## src/rtl/dmem_stream_ctrl.sv

```systemverilog
// ---------------------------------------------------------------------------
// dmem_stream_ctrl
// Address/control sequencer for the Spiral NN Engine data-memory tile (DMem).
// It turns an upstream word stream and a downstream ready/valid consumer into
// a circular-buffer access pattern over a configurable DMem region. No data
// passes through this block; it only steers the tile.
//
// Ports:
//   clk, rst          system clock, synchronous active-high reset
//   cfg_vld           load configuration (only honoured while idle)
//   cfg_base/cfg_len  buffer region start address and length in words
//   cfg_src/cfg_dst   stream select: 0 = vertical, 1 = horizontal
//   in_valid/in_last  upstream word present / final word of the job
//   in_ready          controller accepts a word this cycle
//   out_valid         DMem read port holds a valid word
//   out_ready         downstream consumes the word this cycle
//   flush             abort the job and return to idle
//   we_ram, w_addr    DMem write enable and write address
//   r_addr            DMem read address
//   sel_ram_i/o       DMem input/output stream selects
//   count             words currently held in the buffer
//   busy              controller is not idle
// ---------------------------------------------------------------------------
module dmem_stream_ctrl #(
  parameter int ADDR_W = 8
) (
  input  logic              clk,
  input  logic              rst,
  input  logic              cfg_vld,
  input  logic [ADDR_W-1:0] cfg_base,
  input  logic [ADDR_W:0]   cfg_len,
  input  logic              cfg_src,
  input  logic              cfg_dst,
  input  logic              in_valid,
  input  logic              in_last,
  output logic              in_ready,
  output logic              out_valid,
  input  logic              out_ready,
  input  logic              flush,
  output logic              we_ram,
  output logic [ADDR_W-1:0] w_addr,
  output logic [ADDR_W-1:0] r_addr,
  output logic [1:0]        sel_ram_i,
  output logic [1:0]        sel_ram_o,
  output logic [ADDR_W:0]   count,
  output logic              busy
);

  localparam logic [1:0] ST_IDLE  = 2'd0;
  localparam logic [1:0] ST_RUN   = 2'd1;
  localparam logic [1:0] ST_DRAIN = 2'd2;

  localparam logic [ADDR_W-1:0] ONE_A = {{(ADDR_W-1){1'b0}}, 1'b1};
  localparam logic [ADDR_W:0]   ONE_L = {{ADDR_W{1'b0}}, 1'b1};

  logic [1:0]        state_q, state_d;
  logic [ADDR_W-1:0] wp_q, wp_d;
  logic [ADDR_W-1:0] rp_q, rp_d;
  logic [ADDR_W:0]   count_q, count_d;
  logic [ADDR_W-1:0] base_q, base_d;
  logic [ADDR_W:0]   len_q, len_d;
  logic              src_q, src_d;
  logic              dst_q, dst_d;

  logic              pop;
  logic [ADDR_W:0]   last_addr;
  logic [ADDR_W-1:0] wp_next;
  logic [ADDR_W-1:0] rp_next;

  // Handshake and DMem control outputs, all derived from registered state.
  // flush suppresses both the write and the pop of its cycle.
  always_comb begin
    in_ready  = (state_q == ST_RUN) && (count_q < len_q);
    out_valid = (state_q != ST_IDLE) && (count_q != '0);
    we_ram    = in_valid && in_ready && !flush;
    pop       = out_valid && out_ready && !flush;
    w_addr    = wp_q;
    r_addr    = rp_q;
    busy      = (state_q != ST_IDLE);
    count     = count_q;
    sel_ram_i = (state_q != ST_IDLE) ? (src_q ? 2'b11 : 2'b10) : 2'b00;
    sel_ram_o = out_valid ? (dst_q ? 2'b11 : 2'b10) : 2'b00;
  end

  // Circular pointer advance; the end-of-region compare is one bit wider so
  // a region covering the whole memory (len = 2**ADDR_W) wraps correctly.
  always_comb begin
    last_addr = {1'b0, base_q} + len_q - ONE_L;
    wp_next   = ({1'b0, wp_q} == last_addr) ? base_q : wp_q + ONE_A;
    rp_next   = ({1'b0, rp_q} == last_addr) ? base_q : rp_q + ONE_A;
  end

  // Next-state logic: configuration capture, pointer/count bookkeeping and
  // the IDLE -> RUN -> DRAIN -> IDLE job sequence. flush overrides all.
  always_comb begin
    state_d = state_q;
    wp_d    = wp_q;
    rp_d    = rp_q;
    count_d = count_q;
    base_d  = base_q;
    len_d   = len_q;
    src_d   = src_q;
    dst_d   = dst_q;

    if (flush) begin
      state_d = ST_IDLE;
      count_d = '0;
      wp_d    = base_q;
      rp_d    = base_q;
    end else begin
      if (we_ram) wp_d = wp_next;
      if (pop)    rp_d = rp_next;
      if (we_ram && !pop)      count_d = count_q + ONE_L;
      else if (pop && !we_ram) count_d = count_q - ONE_L;

      case (state_q)
        ST_IDLE: begin
          if (cfg_vld) begin
            base_d  = cfg_base;
            len_d   = cfg_len;
            src_d   = cfg_src;
            dst_d   = cfg_dst;
            wp_d    = cfg_base;
            rp_d    = cfg_base;
            count_d = '0;
            state_d = ST_RUN;
          end
        end
        ST_RUN: begin
          if (we_ram && in_last) state_d = ST_DRAIN;
        end
        ST_DRAIN: begin
          if (count_d == '0) state_d = ST_IDLE;
        end
        default: state_d = ST_IDLE;
      endcase
    end
  end

  always_ff @(posedge clk) begin
    if (rst) begin
      state_q <= ST_IDLE;
      wp_q    <= '0;
      rp_q    <= '0;
      count_q <= '0;
      base_q  <= '0;
      len_q   <= ONE_L;
      src_q   <= 1'b0;
      dst_q   <= 1'b0;
    end else begin
      state_q <= state_d;
      wp_q    <= wp_d;
      rp_q    <= rp_d;
      count_q <= count_d;
      base_q  <= base_d;
      len_q   <= len_d;
      src_q   <= src_d;
      dst_q   <= dst_d;
    end
  end

endmodule
```

## config.mk

```make
export PLATFORM = sky130hd
export DESIGN_NAME = dmem_stream_ctrl
export DESIGN_NICKNAME = d
export VERILOG_FILES = /design/src/rtl/dmem_stream_ctrl.sv
export SDC_FILE = /design/constraint.sdc
export NUM_CORES = 1
export LEC_CHECK = 0
export ABC_CLOCK_PERIOD_IN_PS = 5400
export BUFFER_PORTS_ARGS = -buffer_cell sky130_fd_sc_hd__buf_2
export CORE_AREA = 2 2 100 102
export DETAILED_ROUTE_END_ITERATION = 8
export DIE_AREA = 0 0 102 104
export REMOVE_ABC_BUFFERS = 1
export SYNTH_ARGS = -nofsm -noshare
export SYNTH_HDL_FRONTEND = slang
export SYNTH_SLANG_ARGS = --single-unit
```

## constraint.sdc

```tcl
create_clock -name clk -period 5.4 [get_ports clk]
set_input_delay 1.35 -clock clk [delete_from_list [all_inputs] [get_ports clk]]
set_output_delay 1.35 -clock clk [all_outputs]
set_load 0.1 [all_outputs]
```

* Yosys cells after proc, flatten, opt, wreduce, memory -nomap -nowiden
Cells that the tools add are included.
** Operators by class
- Add/sub/neg operators :: 6
- $lt $le $gt $ge :: 1
- Equal/unequal tests :: 7
- Mux-type cells :: 23
- Bitwise operators :: 1
- Reduce and logical (&&, ||, !) cells :: 19
** Operators with widths (number)
- 8-bit 2-to-1 mux :: 10
- 9-bit 2-to-1 mux :: 5
- 8-bit by 9-bit == test with 1-bit output :: 2
- 9-bit by 1-bit subtractor with 9-bit output (second input constant) :: 2
- 8-bit by 1-bit adder with 8-bit output (second input constant) :: 2
- 2-bit 2-to-1 mux :: 5
- 8-bit by 9-bit adder with 9-bit output :: 1
- 9-bit by 1-bit adder with 9-bit output (second input constant) :: 1
- 1-bit logical AND :: 9
- 9-bit zero test :: 1
- 9-bit less-than comparator :: 1
- 9-bit nonzero test :: 1
- 2-bit case mux with 3 select lines :: 1
- 3-bit AND reduction :: 2
- 2-bit != test (second input constant) :: 2
- 1-bit zero test :: 3
- 2-bit by 1-bit == test with 1-bit output (second input constant) :: 1
- 2-bit == test (second input constant) :: 1
- 2-bit zero test :: 1
- 1-bit 2-to-1 mux :: 2
- 2-bit by 1-bit != test with 1-bit output (second input constant) :: 1
- 2-bit nonzero test :: 1
- 2-bit OR reduction :: 1
- 1-bit NOT :: 1
** Word-level totals
- Register bits after elaboration :: 46
- Input bits :: 26
- Output and inout bits :: 33
- Word-level logic and storage cells :: 65

* Depth between registers and ports, before layout
Gate-level depths: netlist (run 1).
- Word-level depth :: 12
- Gate-level depth with buffers :: 15
- Depth with buffers taken out :: 13

* Worst setup path after synthesis (run 1)
Ideal clock, no wire load.
- Path kind :: reg2out
- Start :: register count_q[0], in the netlist count[0]
- End :: output sel_ram_o[0]
- Arrival time :: 3989 ps
- Data required time :: 4050 ps
- Slack :: 61 ps
- Cell stages (with the launch flop) :: 7
- Buffers on the path :: 0
- Path through :: dfxtp_1 > inv_1 > ha_1 > or4b_2 > nor2_1 > nor2_1 > and2_1
** Between the ends
- Cells in the longest elaborated chain, start to end :: 3
** RTL lines
- from (decl) :: RTL line 59 : logic [ADDR_W:0] count_q, count_d;
- from (signal assigned) :: RTL line 154 : count_q <= count_d;
- 9-bit nonzero test :: RTL line 74 : out_valid = (state_q != ST_IDLE) && (count_q != '0);
- 1-bit logical AND :: RTL line 74
- named net out_valid :: RTL line 37 : output logic out_valid,
- 2-bit 2-to-1 mux :: RTL line 82 : sel_ram_o = out_valid ? (dst_q ? 2'b11 : 2'b10) : 2'b00;
- to (decl) :: RTL line 44 : output logic [1:0] sel_ram_o,
The timed path passes the listed nets, and every way through them passes these cells.

* Worst setup path in the final report (run 1)
- Start :: register base_q[1]
- End :: register rp_q[7], in the netlist r_addr[7]
** Between the ends
- Cells in the longest elaborated chain, start to end :: 8
** RTL lines
- from (decl) :: RTL line 60 : logic [ADDR_W-1:0] base_q, base_d;
- from (signal assigned) :: RTL line 155 : base_q <= base_d;
- 8-bit by 9-bit adder with 9-bit output (*) :: RTL line 88 : last_addr = {1'b0, base_q} + len_q - ONE_L;
- 9-bit by 1-bit subtractor with 9-bit output (*) :: RTL line 88
- 8-bit by 9-bit == test with 1-bit output (*) :: RTL line 90 : rp_next = ({1'b0, rp_q} == last_addr) ? base_q : rp_q + ONE_A;
- 8-bit 2-to-1 mux (*) :: RTL line 90
- 8-bit 2-to-1 mux (*) :: RTL line 112 : if (pop) rp_d = rp_next;
- 8-bit 2-to-1 mux :: RTL line 118 : if (cfg_vld) begin
- 8-bit 2-to-1 mux (*) :: RTL line 116 : case (state_q)
- 8-bit 2-to-1 mux (*) :: RTL line 105 : if (flush) begin
- to (signal assigned) :: RTL line 153 : rp_q <= rp_d;
- to (decl) :: RTL line 58 : logic [ADDR_W-1:0] rp_q, rp_d;
Every way passes the cells marked *; elsewhere a longest branch is shown, timed or not.
A chain may end at the register's enable or synchronous reset.

==> reports/qor.csv, run 1 <==
stage,metric,value,unit
run_status,status,"finished, final reports clean",
floorplanning,row_count,36,
synthesis,synth_edf_count,0,
critical_path,critPathBufInv,2,
synthesis,synthDistinctLibCells,70,
drt,vias,3780,
drt,via_per_inst,5.633,
global_route,grt_pass1_wl,18130,um
critical_path,path_cells,inv_1 -> ha_1 -> inv_1 -> ha_1 -> fa_1 -> xnor2_1 -> xnor2_1 -> o21ai_0 -> or4_4 -> nor4_4 -> and2_1 -> mux2_1 -> o21bai_1,
pwr,leakage,1.716,nW
critical_path,endpoint_kind,register,
clock_tree,ctsLongestPathBuffers,2,
placement,place_congestion,0.8634,
clock_tree,cts_resized,0,
global_route,grt_pass1_vias,3621,
synthesis,synthCells,501,
clock_tree,cts_made_buffers,5,
synthesis,ys_seq_area_frac,0.2454,
sta,max_slew.worst_pin.slew,0.8431,ns
final_layout,layout_commonest_cell,nand2_1,
sta,skew,0.01371,ns
sta,slew_headroom,0.4337,
synthesis,async_reset_ff_frac,0,
placement,dpl.hpwl,8380,um
pwr,power.total,0.9301,mW
clock_tree,htree_levels,2,
synthesis,ys_ff_latch,46,
sta,setup_viol_count_final,0,
clock_tree,post_cts_buffers,0,
drt,wl_per_cell,16.38,um
flow_run,cap_violations,0,
sta,slew_viol_final,0,
placement,postPlaceCellArea,0.004093,mm2
final_layout,fill_cells,1051,
critical_path,slowest_delay,0.76,ns
critical_path,cp_top_family,simple AND/OR/NAND/NOR gates,
global_route,grt_max_degree,32,
global_route,antenna_found_initial,0,
final_layout,final_layout_size_suffix_gt1_frac,0.1487,
critical_path,critPathArrivalTime,4.36,ns
drt,routed_wirelength,10990,um
final_layout,finalNetCount,593,
sta,grt_setup_unrepaired,no,
critical_path,slowest_stage,nor4_4,
floorplanning,io_pins,59,
floorplanning,start_util,0.3930,
sta,fmax,241.6,MHz
critical_path,path_max_fanout,14,
synthesis,synth.top_cell.area_share,0.2454,
final_layout,area_growth,11.10,%
floorplanning,core_area,0.009549,mm2
drt,antenna_left,0,
critical_path,start_kind,register,
pwr,p_per_area,223.1,mW/mm2
min_path,hold_path.class,register to register,
floorplanning,die_w,102,um
floorplanning,fp.dieArea,0.01061,mm2
synthesis,yosysWarnings,0,
critical_path,crit_type,register to register,
drt,drc,0,
sta,hold_viol,0,
sta,finalCriticalPeriod,4.138,ns
global_route,grt.total_usage,0.2117,
clock_tree,clk_pin_slew_worst_paths,0.08,ns
global_route,grt_overflow_total,0,
synthesis,syn_area_per_cell,7.490,um2
floorplanning,die_h,104,um
drt,initialDrtViolationCount,253,
synthesis,synth_top_flop_cell,dfxtp_1,
final_layout,final_cell_mix,"nand2_1 (66), buf_2 (58), a21oi_1 (48)",
sta,post-route-period-util,0.7664,
clock_tree,clock-sinks,46,
placement,port_buffers,58,
clock_tree,clock_latency,0.30,ns
synthesis,syn_area,0.003752,mm2
critical_path,worstPathRequired,5.63,ns
clock_tree,cts_tree,yes,
final_layout,diodes,0,
synthesis,synth.area.top_cells,"dfxtp_1 (25%), ha_1 (9.3%), nand2_1 (6.6%)",
final_layout,postLayoutCellArea,0.004169,mm2
drt,firstDrtPassIters,5,
clock_tree,clock-root-buffer,clkbuf_8,
synthesis,yosysTopAreaCell,dfxtp_1,
clock_tree,postCtsHoldBufs,0,
pwr,peakVddDrop,0.0001139,V
[sequential cells by signal, indices dropped and copies added (netlist names)]
signal and count:
len_q 9, r_addr 8, base_q 8, w_addr 8, state_q 2, dst_q 1, count 9, src_q 1
[routing by layer]
metal,track usage,routed length (um),vias up
met4,0.06476,261,0
li1,-,-,1847
met3,0.03293,625,20
met2,0.3487,5165,123
met1,0.2820,4940,1790
met5,0,0,-
[power breakdown]
part | leakage (nW) | total (mW) | switching [mW] | internal (mW)
registers | 0.375 | 0.375 | 0.0216 | 0.353
clock network | 0.0383 | 0.201 | 0.111 | 0.0894
logic | 1.30 | 0.354 | 0.229 | 0.125
total | 1.72 | 0.930 | 0.362 | 0.568
[layout make-up]
| type | instances | area [um2] | share of cell area |
|---|---|---|---|
| multi-input cells | 384 | 2546 | 0.6107 |
| flip-flops and latches | 46 | 920.9 | 0.2209 |
| repair buffers | 60 | 305.3 | 0.07323 |
| well taps | 133 | 166.4 | 0.03992 |
| inverters | 41 | 153.9 | 0.03691 |
| clock buffers | 7 | 76.32 | 0.01831 |
[cells in the mapped netlist (5+ instances only)]
library cell,count
o21ai_0,16
ha_1,28
buf_2,10
nand3_1,13
a211oi_1,6
dfxtp_1,46
buf_4,5
a221oi_1,5
nor3b_1,5
a21oi_1,48
o21bai_1,8
nand4_1,6
and3_1,5
clkbuf_1,15
nor2_1,46
xnor2_1,17
and2_1,5
xor2_1,10
inv_1,41
a31oi_1,5
nand2_1,66
a21o_1,6
[worst paths after layout]
path                          startpoint                   end  slack, ns  cells past startpoint
hold reg to reg       src_q$_SDFFE_PP0P_    src_q$_SDFFE_PP0P_       0.45                      2
hold / removal        src_q$_SDFFE_PP0P_    src_q$_SDFFE_PP0P_       0.45                      2
setup / recovery  base_q[1]$_SDFFE_PP0P_  r_addr[7]$_SDFF_PP0_       1.26                     13
setup reg to reg  base_q[1]$_SDFFE_PP0P_  r_addr[7]$_SDFF_PP0_       1.26                     13
[tightest hold or removal path, stage by stage, from the launching register on]
cell and delay (ns):
dfxtp_1 0.31, nand2_1 0.05, a21oi_1 0.05
[kinds of logic after synthesis]
| family | count (synthesis) | synth area share |
|---|---|---|
| and+or+nand+nor | 180 | 0.2358 |
| AOI/OAI and AO/OA | 138 | 0.2458 |
| buffers and inverters | 71 | 0.07936 |
| DFF | 46 | 0.2454 |
| adders and majority gates | 29 | 0.09870 |
| xor gates and xnor gates | 28 | 0.06902 |
| muxes | 9 | 0.02601 |
[stage by stage]
step / std cells / setup TNS, ns / utilization / hold slack [ns] / worst slack, ns
finish: 671 / 0 / 0.4366 / 0.4544 / 1.262
detailed placement: 664 / 0 / 0.4286 / 0.4425 / 1.300
global route: 671 / 0 / 0.4366 / 0.4802 / 1.021
global placement: 664 / 0 / 0.4286 / 0.4394 / 1.402
CTS: 671 / 0 / 0.4366 / 0.4546 / 1.265
floorplan: 471 / -27.09 / - / 0.4257 / -1.783
Note: power is estimated with default switching activity, not from simulation.
==> run 2, diff against run 1 <==
--- a/config.mk
+++ b/config.mk
@@ -5,7 +5,7 @@
 export SDC_FILE = /design/constraint.sdc
 export NUM_CORES = 1
 export LEC_CHECK = 0
-export ABC_CLOCK_PERIOD_IN_PS = 5400
+export ABC_CLOCK_PERIOD_IN_PS = 4000
 export BUFFER_PORTS_ARGS = -buffer_cell sky130_fd_sc_hd__buf_2
 export CORE_AREA = 2 2 100 102
 export DETAILED_ROUTE_END_ITERATION = 8
==> constraint.sdc (replaced) <==
create_clock -name clk -period 4 [get_ports clk]
set_input_delay 1 -clock clk [delete_from_list [all_inputs] [get_ports clk]]
set_output_delay 1 -clock clk [all_outputs]
set_load 0.1 [all_outputs]
==> reports/qor.csv, run 2 (synthesized netlist as in run 1, its figures left out) <==
stage,metric,value,unit,change
critical_path,slowest_delay,0.55,ns,-0.21 ns
critical_path,start_kind,register,,
final_layout,finalNetCount,601,,+1.3%
clock_tree,postCtsHoldBufs,0,,unchanged
critical_path,slowest_stage,or4_4,,
critical_path,endpoint_kind,register,,
drt,vias,3751,,-0.77%
sta,fmax,270.1,MHz,+12%
floorplanning,die_h,104,um,unchanged
drt,antenna_left,0,,unchanged
sta,post-route-period-util,0.9256,,+0.1592
final_layout,post-route-util,0.4455,,+0.008910
pwr,peakVddDrop,0.0001323,V,+16%
sta,slew_viol_final,0,,unchanged
floorplanning,fp.dieArea,0.01061,mm2,unchanged
sta,skew,0.009606,ns,-0.004106 ns
floorplanning,io_pins,59,,unchanged
clock_tree,clk_pin_slew_worst_paths,0.09,ns,about the same
final_layout,layout_commonest_cell,nand2_1,,
critical_path,crit_type,register to register,,
pwr,p_per_area,297.0,mW/mm2,+33%
critical_path,critPathArrivalTime,3.93,ns,-0.43 ns
global_route,grt.total_usage,0.2101,,-0.001655
final_layout,regArea,920.9,um2,unchanged
placement,place_congestion,0.9071,,+5.1%
placement,dpl.hpwl,8572,um,+2.3%
critical_path,path_max_fanout,4,,-10
sta,finalCriticalPeriod,3.703,ns,-0.4360 ns
global_route,grt_pass1_vias,3633,,+0.33%
floorplanning,die_w,102,um,unchanged
drt,via_per_inst,5.524,,-1.9%
final_layout,postLayoutCellArea,0.004254,mm2,+2.0%
pwr,leakage,1.772,nW,+3.3%
final_layout,final_layout_size_suffix_gt1_frac,0.1667,,+0.01797
sta,hold_viol,0,,unchanged
sta,setup_viol_count_final,0,,unchanged
clock_tree,cts_made_buffers,5,,unchanged
clock_tree,htree_levels,2,,unchanged
global_route,grt_overflow_total,0,,unchanged
sta,grt_setup_unrepaired,no,,
clock_tree,clock_latency,0.30,ns,about the same
min_path,hold_path.class,register to register,,
critical_path,path_cells,inv_1 -> ha_1 -> inv_1 -> ha_1 -> fa_1 -> xnor2_2 -> xnor2_1 -> o21ai_0 -> or4_4 -> nor4_4 -> buf_4 -> and2_1 -> mux2_1 -> o21bai_1,,
global_route,antenna_found_initial,0,,unchanged
sta,max_slew.worst_pin.slew,0.6490,ns,-0.1942 ns
placement,postPlaceCellArea,0.004160,mm2,+1.7%
final_layout,diodes,0,,unchanged
drt,routed_wirelength,10900,um,-0.87%
sta,slew_headroom,0.5663,,+0.1326
clock_tree,clock-root-buffer,clkbuf_8,,
global_route,grt_pass1_wl,18090,um,-0.23%
flow_run,cap_violations,0,,unchanged
drt,drc,0,,unchanged
final_layout,final_cell_mix,"nand2_1 (66), buf_2 (57), a21oi_1 (48)",,
clock_tree,clock-sinks,46,,unchanged
final_layout,fill_cells,1049,,-0.19%
run_status,status,"finished, final reports clean",,
floorplanning,row_count,36,,unchanged
drt,firstDrtPassIters,4,,-1
placement,port_buffers,58,,unchanged
floorplanning,start_util,0.3930,,unchanged
drt,wl_per_cell,16.05,um,-2.0%
clock_tree,cts_tree,yes,,
final_layout,area_growth,13.37,%,
final_layout,multi_input_area,0.002554,mm2,+0.29%
drt,initialDrtViolationCount,214,,-15%
global_route,grt_max_degree,32,,unchanged
clock_tree,ctsLongestPathBuffers,2,,unchanged
floorplanning,core_area,0.009549,mm2,unchanged
critical_path,worstPathRequired,4.23,ns,-1.40 ns
-- run 2: metrics by stage --
step                hold WS (ns)  cells  power [mW]  TNS, ns  setup slack [ns]
global route              0.4947    679       1.338        0           0.04968
finish                    0.4554    679       1.263        0            0.2975
detailed placement        0.4468    671      0.9949        0            0.1936
global placement          0.4403    671      0.9890        0            0.3011
floorplan                 0.4257    471      0.8752   -58.00            -3.183
CTS                       0.4578    678       1.266        0            0.1602
-- run 2: worst paths after layout --
path	from	endpoint	slack (ns)	cells after the start
setup reg to reg	base_q[1]$_SDFFE_PP0P_	r_addr[7]$_SDFF_PP0_	0.30	14
hold reg to reg	dst_q$_SDFFE_PP0P_	dst_q$_SDFFE_PP0P_	0.46	2
setup / recovery	base_q[1]$_SDFFE_PP0P_	r_addr[7]$_SDFF_PP0_	0.30	14
hold / removal	dst_q$_SDFFE_PP0P_	dst_q$_SDFFE_PP0P_	0.46	2
-- run 2: metal layers --
metal  part of all wire  global-route usage  vias up
li1                   -                   -     1860
met1               0.45              0.2789     1772
met2               0.48              0.3553      104
met3              0.053             0.03024       15
met4              0.014             0.05048        0
met5                  0                   0        -
-- run 2: critical path: cells and delay by family (launching register included) --
| kind | cells | cell delay, ns |
|---|---|---|
| compound gates | 2 | 0.24 |
| xor+xnor | 2 | 0.38 |
| fa+ha+maj | 3 | 0.96 |
| buf+inv | 3 | 0.32 |
| flops | 1 | 0.38 |
| mux | 1 | 0.33 |
| simple gates | 3 | 1.04 |
-- run 2: timing repair --
item	CTS	global route
setup endpoints to repair	0	1
gates resized for setup	0	1
buffers inserted	0	1
-- run 2: where the power goes --
| group | internal (mW) | switching, mW |
|---|---|---|
| clock | 0.118 | 0.156 |
| sequential | 0.477 | 0.0287 |
| combinational | 0.177 | 0.307 |
-- run 2: final cells by class --
cell class                      instances  area share
Timing Repair Buffer                   68     0.08941
Inverter                               41     0.03618
Sequential cell                        46      0.2165
Clock buffer                            5     0.01618
Tap cell                              133     0.03912
Multi-Input combinational cell        384      0.6003
Clock inverter                          2    0.002353
